--- src/rtl/stream_light_ctrl.sv ---
// stream_light_ctrl: debounced run/stop/dir buttons driving a 4-state LED shifter controller.
// Optional idle auto-power-off from PAUSE when STREAM_LIGHT_IDLE_TIMEOUT_EN is defined.
module stream_light_ctrl #(
  parameter int DEBOUNCE_CYCLES = 1000000,
  parameter int TIMEOUT_CYCLES  = 500000000
) (
  input  logic       CLK_in,
  input  logic       Reset_n,
  input  logic       btn_run,
  input  logic       btn_stop,
  input  logic       btn_dir,
  output logic       Run,
  output logic       Reset,
  output logic       Stop,
  output logic       Reverse,
  output logic [1:0] state
);
  localparam int CW = $clog2(DEBOUNCE_CYCLES);
  typedef enum logic [1:0] {OFF, INIT, RUN, PAUSE} st_t;
  st_t cur, nxt;
  logic rev, rev_nxt, tmo;
  logic [2:0] raw, s1, s2, deb, deb_q, press;
  logic [CW-1:0] cnt [3];
  assign raw = {btn_dir, btn_stop, btn_run};
  always_ff @(posedge CLK_in or negedge Reset_n)
    if (!Reset_n) begin
      s1 <= '0;
      s2 <= '0;
      deb <= '0;
      deb_q <= '0;
      press <= '0;
      for (int i = 0; i < 3; i++) cnt[i] <= '0;
    end else begin
      s1 <= raw;
      s2 <= s1;
      deb_q <= deb;
      press <= deb & ~deb_q;
      for (int i = 0; i < 3; i++)
        if (s2[i] == deb[i]) cnt[i] <= '0;
        else if (cnt[i] == CW'(DEBOUNCE_CYCLES - 1)) begin
          deb[i] <= s2[i];
          cnt[i] <= '0;
        end else cnt[i] <= cnt[i] + 1'b1;
    end
`ifdef STREAM_LIGHT_IDLE_TIMEOUT_EN
  logic [31:0] idle;
  always_ff @(posedge CLK_in or negedge Reset_n)
    if (!Reset_n) idle <= '0;
    else idle <= (cur == PAUSE) ? idle + 32'd1 : 32'd0;
  assign tmo = (cur == PAUSE) && (idle == 32'(TIMEOUT_CYCLES - 1));
`else
  assign tmo = (TIMEOUT_CYCLES < 0);
`endif
  always_ff @(posedge CLK_in or negedge Reset_n)
    if (!Reset_n) begin
      cur <= OFF;
      rev <= 1'b0;
    end else begin
      cur <= nxt;
      rev <= rev_nxt;
    end
  // run > stop > timeout > dir; lower-priority presses are simply discarded
  always_comb begin
    nxt = cur;
    rev_nxt = rev;
    case (cur)
      OFF:  nxt = press[0] ? INIT : OFF;
      INIT: nxt = RUN;
      default:
        if (press[0]) nxt = OFF;
        else if (press[1]) nxt = (cur == RUN) ? PAUSE : RUN;
        else if (tmo) nxt = OFF;
        else if (press[2]) rev_nxt = ~rev;
    endcase
    if (nxt == OFF) rev_nxt = 1'b0;
  end
  assign Run = cur != OFF;
  assign Reset = cur == INIT;
  assign Stop = cur == PAUSE;
  assign Reverse = rev;
  assign state = cur;
endmodule

--- config.mk ---
export PLATFORM = sky130hd
export DESIGN_NAME = stream_light_ctrl
export DESIGN_NICKNAME = d
export VERILOG_FILES = /design/src/rtl/stream_light_ctrl.sv
export SDC_FILE = /design/constraint.sdc
export NUM_CORES = 1
export LEC_CHECK = 0
export BUFFER_PORTS_ARGS = -buffer_cell sky130_fd_sc_hd__buf_2
export CELL_PAD_IN_SITES_DETAIL_PLACEMENT = 2
export CELL_PAD_IN_SITES_GLOBAL_PLACEMENT = 2
export CORE_MARGIN = 5
export CORE_UTILIZATION = 44
export DETAILED_ROUTE_END_ITERATION = 6
export GPL_TIMING_DRIVEN = 0
export PLACE_DENSITY_LB_ADDON = 0.25
export SLEW_MARGIN = 40
export SYNTH_ARGS = -nofsm -noshare
export SYNTH_HDL_FRONTEND = slang
export SYNTH_SLANG_ARGS = --single-unit
--- constraint.sdc ---
create_clock -name CLK_in -period 4.3 [get_ports CLK_in]
set_input_delay 0.86 -clock CLK_in [delete_from_list [all_inputs] [get_ports CLK_in]]
set_output_delay 0.86 -clock CLK_in [all_outputs]
set_load 0.02 [all_outputs]
==> impl_results.md, run 1 <==
* Fin crit period at 2.272 ns
* Worst-Skew Late Latency at between 0.3 and 0.4 ns
* Yosys warns at 0
* Mux cell area share after synthesis at less than 1%
* Relative slew slack at 63.53%
* Crit. End Element: register
* Slew @ Worst Pin at 0.5470 ns
* Largest net degree at the start of global routing at 54
* Synth Cell Area at 3643 sq um
* Critical-path cell list: ha_1 -> nand4_2 -> or4_1 -> buf_2 -> or4_4 -> a21oi_2
* #FFs+latches synth at 78
* Cell variety after synth at 38
* Peak fanout along the critical path at 7
* Post-synthesis compound-gate area fraction at 7.795%
* PwrDens at 331.4 nW/um^2
* Diodes inserted at 0
* Vias in the first global route at 3,224
* Reg clk slew, reported paths at 0.08 ns
* Layout fillers at 843
* Largest family of logic cells by synthesized area: simple AND/OR/NAND/NOR gates
* Nets@finish at slightly below 400
* Mapped Nets at 368
* Post-DR wirelength/cell at about 19 um
* Final Hold Fails at 0
* Buffers on Ports at 10
* Most used DFF post-synth: dfrtp_1
* Post-Layout Cell Count at 492
* Total number of vias at 2,844
* CTS Buf Count at 9
* Detailed placer's ending HPWL at 6.350 mm
* Final setup vio count at 0
* Synthesized area per cell at 10.12 sq um
* Final Max Slew Viols at 0
* Post-synthesis sequential area ratio at between 50% and 60%
* Post-CTS Setup Bufs at 0
* Clk_skew at a little under 0.007 ns
* Area of the multi-input gates at 1615 sq um
* Worst EP required at about 4.6 ns
* CTS root buffer: clkbuf_8
* Mapped Cells at 360
* Area Growth Syn to Fin at 11.13%
* DIE AREA at 10,200 sq um
* Outcome: completed
* Register area at 1952 sq um
* Final setup TNS at 0 ns
* Pre-antenna DRT Iters at 4
* Initial Util at 44.79%
* Synth async-reset ratio at 100.0%
* R2R Setup Slk at slightly above 2 ns
* Die extent in x at 101 um
* Part of the cycle the worst path needs at 52.83%
* Largest stage delay on the critical path at 0.56 ns
* Total wire length at 9.155 mm
* CTS Sinks at 78
* Total grt overflow at 0
* DRC at 0
* Core Area at 8134 sq um
* Die H at 101 um
* Total GRT Usage at 19.81%
* Critical path class: reg -> reg
* CTS tree: done
* Maxcap violations at 0
* H-tree Lvls at 3
* Post-CTS Hold Buffers at 0
* Post_cts resized at 0
* Row count at 33
* Pre-CTS WS at 2.016 ns
* Maximum clock rate at ~0.44 GHz
* Synth Area in Simple Gates at 25.21%
* Number of synthesized flops with an enable pin at 0
* Critical path's slowest cell: or4_1
* Arrival time worst endpoint at 2.56 ns
* Post-Synth XOR/XNOR Area at 9.375%
* Starting DRT DRC Count at 71
* Final GP Congestion at 0.7374
* Initial antenna violation count at 0
* Final setup margin at between 2 and 2.5 ns
* RSZ-0062 raised after global routing: no
* CP startpoint kind: register
* P_leak at approximately 1.6 nW
* First-pass GRT wire length at 15.81 mm
* Hold crit path type: in -> async
* Share of layout cells above drive strength 1 at between 10 and 15%
* Synth Area in Adders at 1.030%
* CTS Buffer Depth at 2
* Io pins at 11
* Peak supply drop at 159.7 uV
* Placed insts at 476
* Via density at 5.780
* Post-route ant nets at 0
## flip-flops by register name (all words and copies together), names as in the netlist
signal	cells
deb_q	3
Reverse	1
s1	3
state	2
cnt	60
press	3
s2	3
deb	3
## critical path: cells and delay by family (launching register included)
kind | cells | cell delay [ns]
AND/OR/NAND/NOR | 3 | 1.23
adder cells (fa/ha/maj) | 1 | 0.24
flip-flops | 1 | 0.41
AO/OA/AOI/OAI | 1 | 0.14
buffers and inverters | 1 | 0.18
## cells by family (layout without fill, tap and decap cells)
family,after synthesis,count (layout)
AOI/OAI and AO/OA,47,47
adders and majority gates,3,3
DFF,78,78
muxes,3,3
xor gates and xnor gates,39,39
and+or+nand+nor,171,171
buffers and inverters,19,46
## metrics by stage
stage / power (mW) / cell area [sq um] / hold slack, ns / utilization (%)
after floorplan: 0.7857 / 3643 / 0.3312 / -
after global placement: 0.8101 / 3825 / 0.3452 / 47.02
after detailed placement: 0.8169 / 3859 / 0.3503 / 47.44
after CTS: 1.364 / 4049 / 0.3459 / 49.78
after global routing: 1.403 / 4049 / 0.3554 / 49.78
final: 1.342 / 4049 / 0.3550 / 49.78
## layer usage
layer  global-route usage (%)  vias up  wire length [um]
met5                        0        -                 0
li1                         -     1318                 -
met4                    6.748        0               133
met2                    36.71       32              4880
met1                    22.68     1482              3913
met3                    3.737       12               227
## worst paths after layout
| path | from | to | cells after the start |
|---|---|---|---|
| max in group asynchronous | Reset_n | deb_q[1] | 2 |
| min in group CLK_in | s1[0] | s2[0] | 0 |
| worst max-delay path | cnt[20] | cnt[38] | 6 |
| worst min register to register | s1[0] | s2[0] | 0 |
| worst max register to register | cnt[20] | cnt[38] | 6 |
| worst min-delay path | Reset_n | cnt[17] | 1 |
## Yosys cell counts, types with 3 or more instances
| cell | instances | area share (%) |
|---|---|---|
| a21oi_1 | 20 | 2.7 |
| and2_1 | 3 | 0.52 |
| and3_1 | 5 | 0.86 |
| buf_2 | 4 | 0.55 |
| clkbuf_1 | 5 | 0.52 |
| dfrtp_1 | 78 | 54 |
| ha_1 | 3 | 1.0 |
| inv_1 | 10 | 1.0 |
| mux2_2 | 3 | 0.93 |
| nand2_1 | 24 | 2.5 |
| nand3_1 | 20 | 2.7 |
| nand4_1 | 14 | 2.4 |
| nor2_1 | 46 | 4.7 |
| nor2b_1 | 5 | 0.86 |
| nor3_1 | 6 | 0.82 |
| nor4_1 | 5 | 0.86 |
| nor4b_1 | 3 | 0.72 |
| o21ai_0 | 13 | 1.8 |
| o31ai_1 | 8 | 1.6 |
| or2_2 | 3 | 0.52 |
| or3_1 | 12 | 2.1 |
| or4_1 | 14 | 2.9 |
| xnor2_1 | 21 | 5.0 |
| xor2_1 | 18 | 4.3 |
## report_power, final
group,internal (mW),switching [mW]
sequential,0.742,0.0112
clock,0.266,0.275
combinational,0.0139,0.0329
## cell type report
cell class                      count  area share [%]
Buffer                              9          0.9580
Clock buffer                       10           3.152
Clock inverter                      6           1.545
Inverter                           10          0.9271
Multi-Input combinational cell    263           39.89
Sequential cell                    78           48.21
Tap cell                          105           3.245
Timing Repair Buffer               11           2.070
## cell usage in the layout, fill, tap and decap left out, types with 2 or more instances in the layout
cell / n
dfrtp_1: 78
nor2_1: 46
nand2_1: 24
xnor2_1: 21
nand3_1: 20
a21oi_1: 20
xor2_1: 18
or4_1: 14
nand4_1: 14
o21ai_0: 13
buf_2: 13
or3_1: 12
inv_1: 10
clkbuf_8: 9
o31ai_1: 8
clkbuf_1: 6
nor3_1: 6
nor2b_1: 5
and3_1: 5
nor4_1: 5
or2_2: 3
nor4b_1: 3
and2_1: 3
mux2_2: 3
ha_1: 3
clkinvlp_4: 3
nand2b_1: 2
or4b_1: 2
o41ai_1: 2
clkinv_2: 2
No activity file was read; power rests on OpenSTA's default activity.
==> inputs of run 2 (changes only) <==
- ABC_AREA: default -> 1
- CORE_UTILIZATION: 44 -> 38
- clock period: 4.3 -> 2.1 ns (I/O delays scaled with it)
==> impl_results.md, run 2 <==
* Share of the synthesized area in the top cell type at 48.40% (was 53.57%)
* List of most frequent post-synthesis cells: 113 x nor2_1, 104 x nand2_1, 78 x dfrtp_1 (was 78 x dfrtp_1, 46 x nor2_1, 24 x nand2_1)
* Largest family of logic cells by synthesized area: simple AND/OR/NAND/NOR gates (unchanged)
* Synth Cell Area at 4033 sq um (was 3643 sq um)
* Post-DR wirelength/cell at 15.75 um (was 18.61 um)
* First-pass GRT wire length at 18.36 mm (was 15.81 mm)
* Die extent in x at 113.0 um (was 101 um)
* Maxcap violations at 0 (unchanged)
* Total number of vias at 3,217 (was 2,844)
* Mapped Cells at 500 (was 360)
* Largest net degree at the start of global routing at 54 (unchanged)
* Largest reg by FF count: cnt (unchanged)
* Commonest non-fill, non-tap cells in the layout: 113 x nor2_1, 104 x nand2_1, 78 x dfrtp_1 (was 78 x dfrtp_1, 46 x nor2_1, 24 x nand2_1)
* Mapped Nets at 508 (was 368)
* Synth Area in Simple Gates at 36.33% (was 25.21%)
* Relative slew slack at 72.58% (was 63.53%)
* Post-route ant nets at 0 (unchanged)
* Yosys warns at 0 (unchanged)
* Synth async-reset ratio at 100.0% (unchanged)
* Count leader, synth: nor2_1 (was dfrtp_1)
* Placed cell area at 4287 sq um (was 3859 sq um)
* Largest stage delay on the critical path at 0.40 ns (was 0.56 ns)
* Part of the cycle the worst path needs at 77.91%
* Io pins at 11 (unchanged)
* Worst EP required at 1.68 ns (was 4.59 ns)
* CTS root buffer: clkbuf_8 (unchanged)
* Post-Layout Cell Count at 664 (was 492)
* Placed insts at 647 (was 476)
* Post-layout instance area at 4541 sq um (was 4049 sq um)
* Maximum clock rate at 0.6112 GHz
* Hold crit path type: in -> reg (was in -> async)
* Reg clk slew, reported paths at 0.09 ns (was 0.08 ns)
* Layout Utilization at 43.98% (was 49.78%)
* Final Max Slew Viols at 0 (unchanged)
* Vias in the first global route at 3,744 (was 3,224)
* Critical-path cell list: inv_1 -> nor2_1 -> buf_2 (was ha_1 -> nand4_2 -> or4_1 -> buf_2 -> or4_4 -> a21oi_2)
* Reg2reg path depth at 8 (was 6)
* CTS tree: done (unchanged)
* Row count at 37 (was 33)
* Cell depth of the worst hold path at 1
* Nets@finish at 531 (was 390)
* Detailed placer's ending HPWL at 7.967 mm (was 6.350 mm)
* Initial Util at 39.06% (was 44.79%)
* Final GP Congestion at 0.8052 (was 0.7374)
* Total grt overflow at 0 (unchanged)
* Buffers on Ports at 10 (unchanged)
* CTS Sinks at 78 (unchanged)
* RSZ-0062 raised after global routing: no (unchanged)
* Crit path buf inv count at 2 (was 1)
* CTS Buf Count at 9 (unchanged)
* Cell taking the most area after synthesis: dfrtp_1 (unchanged)
* Peak fanout along the critical path at 4 (was 7)
* Final setup vio count at 0 (unchanged)
* Most used DFF post-synth: dfrtp_1 (unchanged)
* Synth Area in Adders at 0.9308% (was 1.030%)
* CP startpoint kind: register (unchanged)
* Total GRT Usage at 17.99% (was 19.81%)
* Final setup margin at 0.4640 ns (was 2.028 ns)
* Die H at 113.0 um (was 101 um)
* Pre-antenna DRT Iters at 3 (was 4)
* Number of synthesized flops with an enable pin at 0 (unchanged)
* Total wire length at 10.46 mm (was 9.155 mm)
* Critical path's slowest cell: dfrtp_1 (was or4_1)
* PwrDens at 673.4 nW/um^2 (was 331.4 nW/um^2)
* Fin crit period at 1.636 ns
* Largest register FFs at 60 (unchanged)
* Clk_skew at 0.01346 ns (was 0.006720 ns)
* #FFs+latches synth at 78 (unchanged)
* CTS Buffer Depth at 2 (unchanged)
* Share of layout cells above drive strength 1 at 16.10% (was 10.85%)
* Mux cell area share after synthesis at 0% (was 0.9272%)
* Most common cell after layout, fill and taps aside: nor2_1 (was dfrtp_1)
* Starting DRT DRC Count at 67 (was 71)
* Diodes inserted at 0 (unchanged)
* Worst-Skew Late Latency at 0.37 ns (was 0.35 ns)
* Post-synthesis sequential area ratio at 48.40% (was 53.57%)
* Peak supply drop at 364.6 uV (was 159.7 uV)
* Final Hold Fails at 0 (unchanged)
* DRC at 0 (unchanged)
* Crit-path leading delay family: flip-flops (was simple AND/OR/NAND/NOR gates)
* Critical path class: reg -> out (was reg -> reg)
* P_leak at 1.992 nW (was 1.644 nW)
* Area Growth Syn to Fin at 12.60% (was 11.13%)
* DIE AREA at 12,770 sq um (was 10,200 sq um)
* Top cells by area, synth: dfrtp_1 48%, nor2_1 11%, nand2_1 9.7%, xor2_1 5.0%, inv_1 4.9% (was dfrtp_1 54%, xnor2_1 5.0%, nor2_1 4.7%, xor2_1 4.3%, or4_1 2.9%)
* Post-synthesis compound-gate area fraction at 1.924% (was 7.795%)
* Core Area at 10,320 sq um (was 8134 sq um)
* Initial antenna violation count at 0 (unchanged)
* Final setup TNS at 0 ns (unchanged)
* Slew @ Worst Pin at 0.4100 ns (was 0.5470 ns)
* Via density at 4.845 (was 5.780)
* Post-Synth XOR/XNOR Area at 6.516% (was 9.375%)
* Pre-CTS WS at 0.4737 ns (was 2.016 ns)
* Stages on worst setup path at 3 (was 6)
* Outcome: completed (unchanged)
* Arrival time worst endpoint at 1.22 ns (was 2.56 ns)
* Cell variety after synth at 27 (was 38)
* Crit. End Element: primary output (was register)
* H-tree Lvls at 3 (unchanged)
* Synthesized area per cell at 8.065 sq um (was 10.12 sq um)
==> run 2: changes by cell type in the layout (fill, tap and decap cells not counted), sizes merged, moves of 12 or more <==
cell,previous run,this run
a21oi,21,7
inv,10,64
nand2,24,117
nand3,20,36
nor2,46,137
or3,12,0
or4,15,0
xnor2,21,7
==> run 2: layout make-up <==
cell class / instances / area, sq um
Buffer: 1 / 5.005
Timing Repair Buffer: 12 / 93.84
Fill cell: 1191 / 5783
Clock buffer: 9 / 123.9
Clock inverter: 7 / 120.1
Inverter: 62 / 232.7
Tap cell: 136 / 170.2
Multi-Input combinational cell: 359 / 1843
Sequential cell: 78 / 1952
==> run 2: repair_timing <==
item,CTS,global route
hold buffers,1,0
resized for setup,0,0
setup buffers,0,0
hold endpoints to repair,25,0
==> run 2: per-layer routing <==
metal / part of all wire [%] / vias up / track usage, % / wire length, um
met5: 0 / - / 0 / 0
met4: 1.7 / 0 / 6.490 / 174
met3: 1.6 / 14 / 2.460 / 164
met2: 52 / 23 / 32.42 / 5443
met1: 45 / 1603 / 21.87 / 4677
li1: - / 1577 / - / -
==> run 2: logic make-up (layout without fill, tap and decap cells) <==
kind of cell             after synthesis  count (layout)
flip-flops                            78              78
AO/OA/AOI/OAI                         14              14
adder cells (fa/ha/maj)                3               3
buffers and inverters                 63              91
AND/OR/NAND/NOR                      312             312
XOR/XNOR                              30              30
==> run 2: report_power, final <==
group | internal (mW) | leakage [nW] | switching [mW]
logic | 0.0285 | 0.803 | 0.0774
registers | 1.52 | 1.07 | 0.0165
clock network | 0.796 | 0.120 | 0.619
==> run 2: metrics by stage <==
step | hold WS, ns | total power [mW]
6_report | 0.1556 | 3.057
5_1_grt | 0.1412 | 3.186
4_1_cts | 0.1340 | 3.095
3_5_place_dp | 0.3061 | 1.676
3_3_place_gp | 0.3337 | 1.658
2_1_floorplan | 0.1244 | 1.608
==> run 2: worst reg2reg max path: stages (launching register included) <==
cell,delay [ns]
dfrtp_1,0.39
ha_1,0.21
nand2_2,0.11
nor3_2,0.20
nand3_1,0.17
nand2_2,0.23
inv_2,0.10
nand2_1,0.08
nor2_1,0.05
==> run 2: final timing paths <==
path,startpoint,end,slack (ns)
worst max-delay path,state[0],Reset,0.46
worst min-delay path,btn_stop,s1[1],0.16
worst max register to register,cnt[20],cnt[35],0.47
worst min register to register,s1[2],s2[2],0.36
max in group asynchronous,Reset_n,cnt[50],1.07
min in group asynchronous,Reset_n,cnt[34],0.48
==> inputs of run 3 (changes only) <==
- CORE_UTILIZATION: 38 -> 34
- clock period: 2.1 -> 1.39 ns (I/O delays scaled with it)
==> impl_results.md, run 3 (synthesis results as in run 2) <==
* Met1 Use GR at 20.25% (was 21.87%)
* Total grt overflow at 0 (unchanged)
* Via density at 4.942 (was 4.845)
* Crit. End Element: register (was primary output)
* P_leak at 2.402 nW (was 1.992 nW)
* CTS tree: done (unchanged)
* Clk_skew at 0.007734 ns (was 0.01346 ns)
* CP startpoint kind: register (unchanged)
* Critical path class: reg -> reg (was reg -> out)
* Critical path's slowest cell: dfrtp_1 (unchanged)
* Pre-CTS WS at -0.2224 ns (was 0.4737 ns)
* CTS root buffer: clkbuf_16 (was clkbuf_8)
* Largest stage delay on the critical path at 0.49 ns (was 0.40 ns)
* Outcome: finished with violations (was completed)
* Min Hold Slack at 0.03356 ns (was 0.1556 ns)
* Failing checks: negative setup slack
* Fin crit period at between 1.5 and 2 ns
* Final setup vio count at 50 (was 0)
* Slew @ Worst Pin at 0.3733 ns (was 0.4100 ns)
* CTS Buffer Depth at 2 (unchanged)
* Detailed placer's ending HPWL at 7.656 mm (was 7.967 mm)
* Final GP Congestion at 0.7579 (was 0.8052)
* Nets@finish at 572 (was 531)
* Critical-path cell list: nand2_1 -> nor2_4 -> nand3_2 -> inv_2 -> nand2_1 -> nor3_1 -> nor2_1 (was inv_1 -> nor2_1 -> buf_2)
* Met3 Use GR at 4.645% (was 2.460%)
* First-pass GRT wire length at 19.53 mm (was 18.36 mm)
* PwrDens at 986.4 nW/um^2 (was 673.4 nW/um^2)
* Post-route ant nets at 0 (unchanged)
* Final Hold Fails at 0 (unchanged)
* Die H at 118.9 um (was 113.0 um)
* DRC at 0 (unchanged)
* Area Growth Syn to Fin at 34.56% (was 12.60%)
* Initial Util at 35.02% (was 39.06%)
* Diodes inserted at 0 (unchanged)
* Part of the cycle the worst path needs at 110.2%
* Share of layout cells above drive strength 1 at 34.09% (was 16.10%)
* M2 GR Usage at 31.72% (was 32.42%)
* Die extent in x at 118.9 um (was 113.0 um)
* Total GRT Usage at 17.38% (was 17.99%)
* Core Area at 11,520 sq um (was 10,320 sq um)
* Starting DRT DRC Count at 149 (was 67)
* Reg clk slew, reported paths at 0.06 ns (was 0.09 ns)
* Total wire length at 13.30 mm (was 10.46 mm)
* Post-DR wirelength/cell at 18.67 um (was 15.75 um)
* Relative slew slack at 75.06% (was 72.58%)
* Crit-path leading delay family: simple AND/OR/NAND/NOR gates (was flip-flops)
* Pre-antenna DRT Iters at 4 (was 3)
* Largest reg by FF count: cnt (unchanged)
* Final Max Slew Viols at 0 (unchanged)
* H-tree Lvls at 3 (unchanged)
* Cell mode on critical path: nand2_1
* Total number of vias at 3,519 (was 3,217)
* CTS Buf Count at 9 (unchanged)
* Buffers on Ports at 10 (unchanged)
* Row count at 39 (was 37)
* Commonest non-fill, non-tap cells in the layout: 91 x nor2_1, 87 x nand2_1, 71 x dfrtp_1 (was 113 x nor2_1, 104 x nand2_1, 78 x dfrtp_1)
* Initial antenna violation count at 0 (unchanged)
* DIE AREA at 14,140 sq um (was 12,770 sq um)
* GR peak layer: met2 (unchanged)
* Maxcap violations at 0 (unchanged)
* Largest net degree at the start of global routing at 51 (was 54)
* Hold crit path type: in -> reg (unchanged)
* Maximum clock rate at 0.6528 GHz
* Worst EP required at 1.62 ns (was 1.68 ns)
* Vias in the first global route at 3,870 (was 3,744)
* RSZ-0062 raised after global routing: yes (was no)
* Arrival time worst endpoint at 1.76 ns (was 1.22 ns)
* Io pins at 11 (unchanged)
* Peak supply drop at 1206 uV (was 364.6 uV)
* Placed cell area at 4295 sq um (was 4287 sq um)
* Worst-Skew Late Latency at 0.35 ns (was 0.37 ns)
* Final setup margin at -0.1418 ns (was 0.4640 ns)
* CTS Sinks at 78 (unchanged)
* Peak fanout along the critical path at 5 (was 4)
* Largest register FFs at 60 (unchanged)
* Post-layout instance area at 5426 sq um (was 4541 sq um)
* Crit path buf inv count at 1 (was 2)
* Most common cell after layout, fill and taps aside: nor2_1 (unchanged)
-- run 3: per-stage QoR --
step | cells | power [mW] | utilization [%] | TNS [ns]
after CTS | 694 | 5.328 | 43.62 | -0.2130
final | 712 | 5.353 | 47.12 | -3.014
after global routing | 712 | 5.547 | 47.12 | -7.546
after floorplan | 500 | 2.429 | - | 0
after detailed placement | 654 | 2.532 | 37.30 | -4.393
after global placement | 653 | 2.506 | 37.01 | -51.62
-- run 3: worst reg2reg max path: stages, from the launching register on --
cell	delay, ns
dfrtp_1	0.49
nand2_1	0.16
nor2_4	0.16
nand3_2	0.14
inv_2	0.10
nand2_1	0.06
nor3_1	0.20
nor2_1	0.09
-- run 3: layout make-up --
| type | instances | area [sq um] |
|---|---|---|
| tap | 143 | 178.9 |
| buffer | 1 | 5.005 |
| sequential | 78 | 1961 |
| multi-input combinational | 359 | 2235 |
| clock buffer | 13 | 270.3 |
| clock inverter | 3 | 65.06 |
| timing repair buffer | 53 | 466.7 |
| fill | 1233 | 6090 |
| inverter | 62 | 245.2 |
-- run 3: routing by layer --
layer / vias to the layer above / share of wire (%)
li1: 1667 / -
met1: 1806 / 41
met2: 34 / 55
met3: 12 / 2.3
met4: 0 / 1.5
met5: - / 0
-- run 3: final timing paths --
check                        start  slack, ns  depth (start not counted)      end
max                         cnt[2]      -0.14                          7  cnt[19]
min                        btn_run       0.03                          1    s1[0]
max reg2reg                 cnt[2]      -0.14                          7  cnt[19]
min reg2reg                  s1[2]       0.36                          0    s2[2]
max in group asynchronous  Reset_n       0.43                          3  cnt[43]
min in group asynchronous  Reset_n       0.38                          2  cnt[26]
-- run 3: power by group --
part | switching [mW] | internal (mW)
Clock | 1.01 | 1.72
Combinational | 0.170 | 0.117
Sequential | 0.0390 | 2.30
-- run 3: repair_timing --
item | 4_1_cts | 5_1_grt
gates resized for setup | 42 | 75
setup endpoints to repair | 45 | 51
pin swaps | 17 | 31
hold endpoints to repair | 28 | 0
hold buffers | 1 | 0
setup buffers | 23 | 18
cloned | 0 | 0
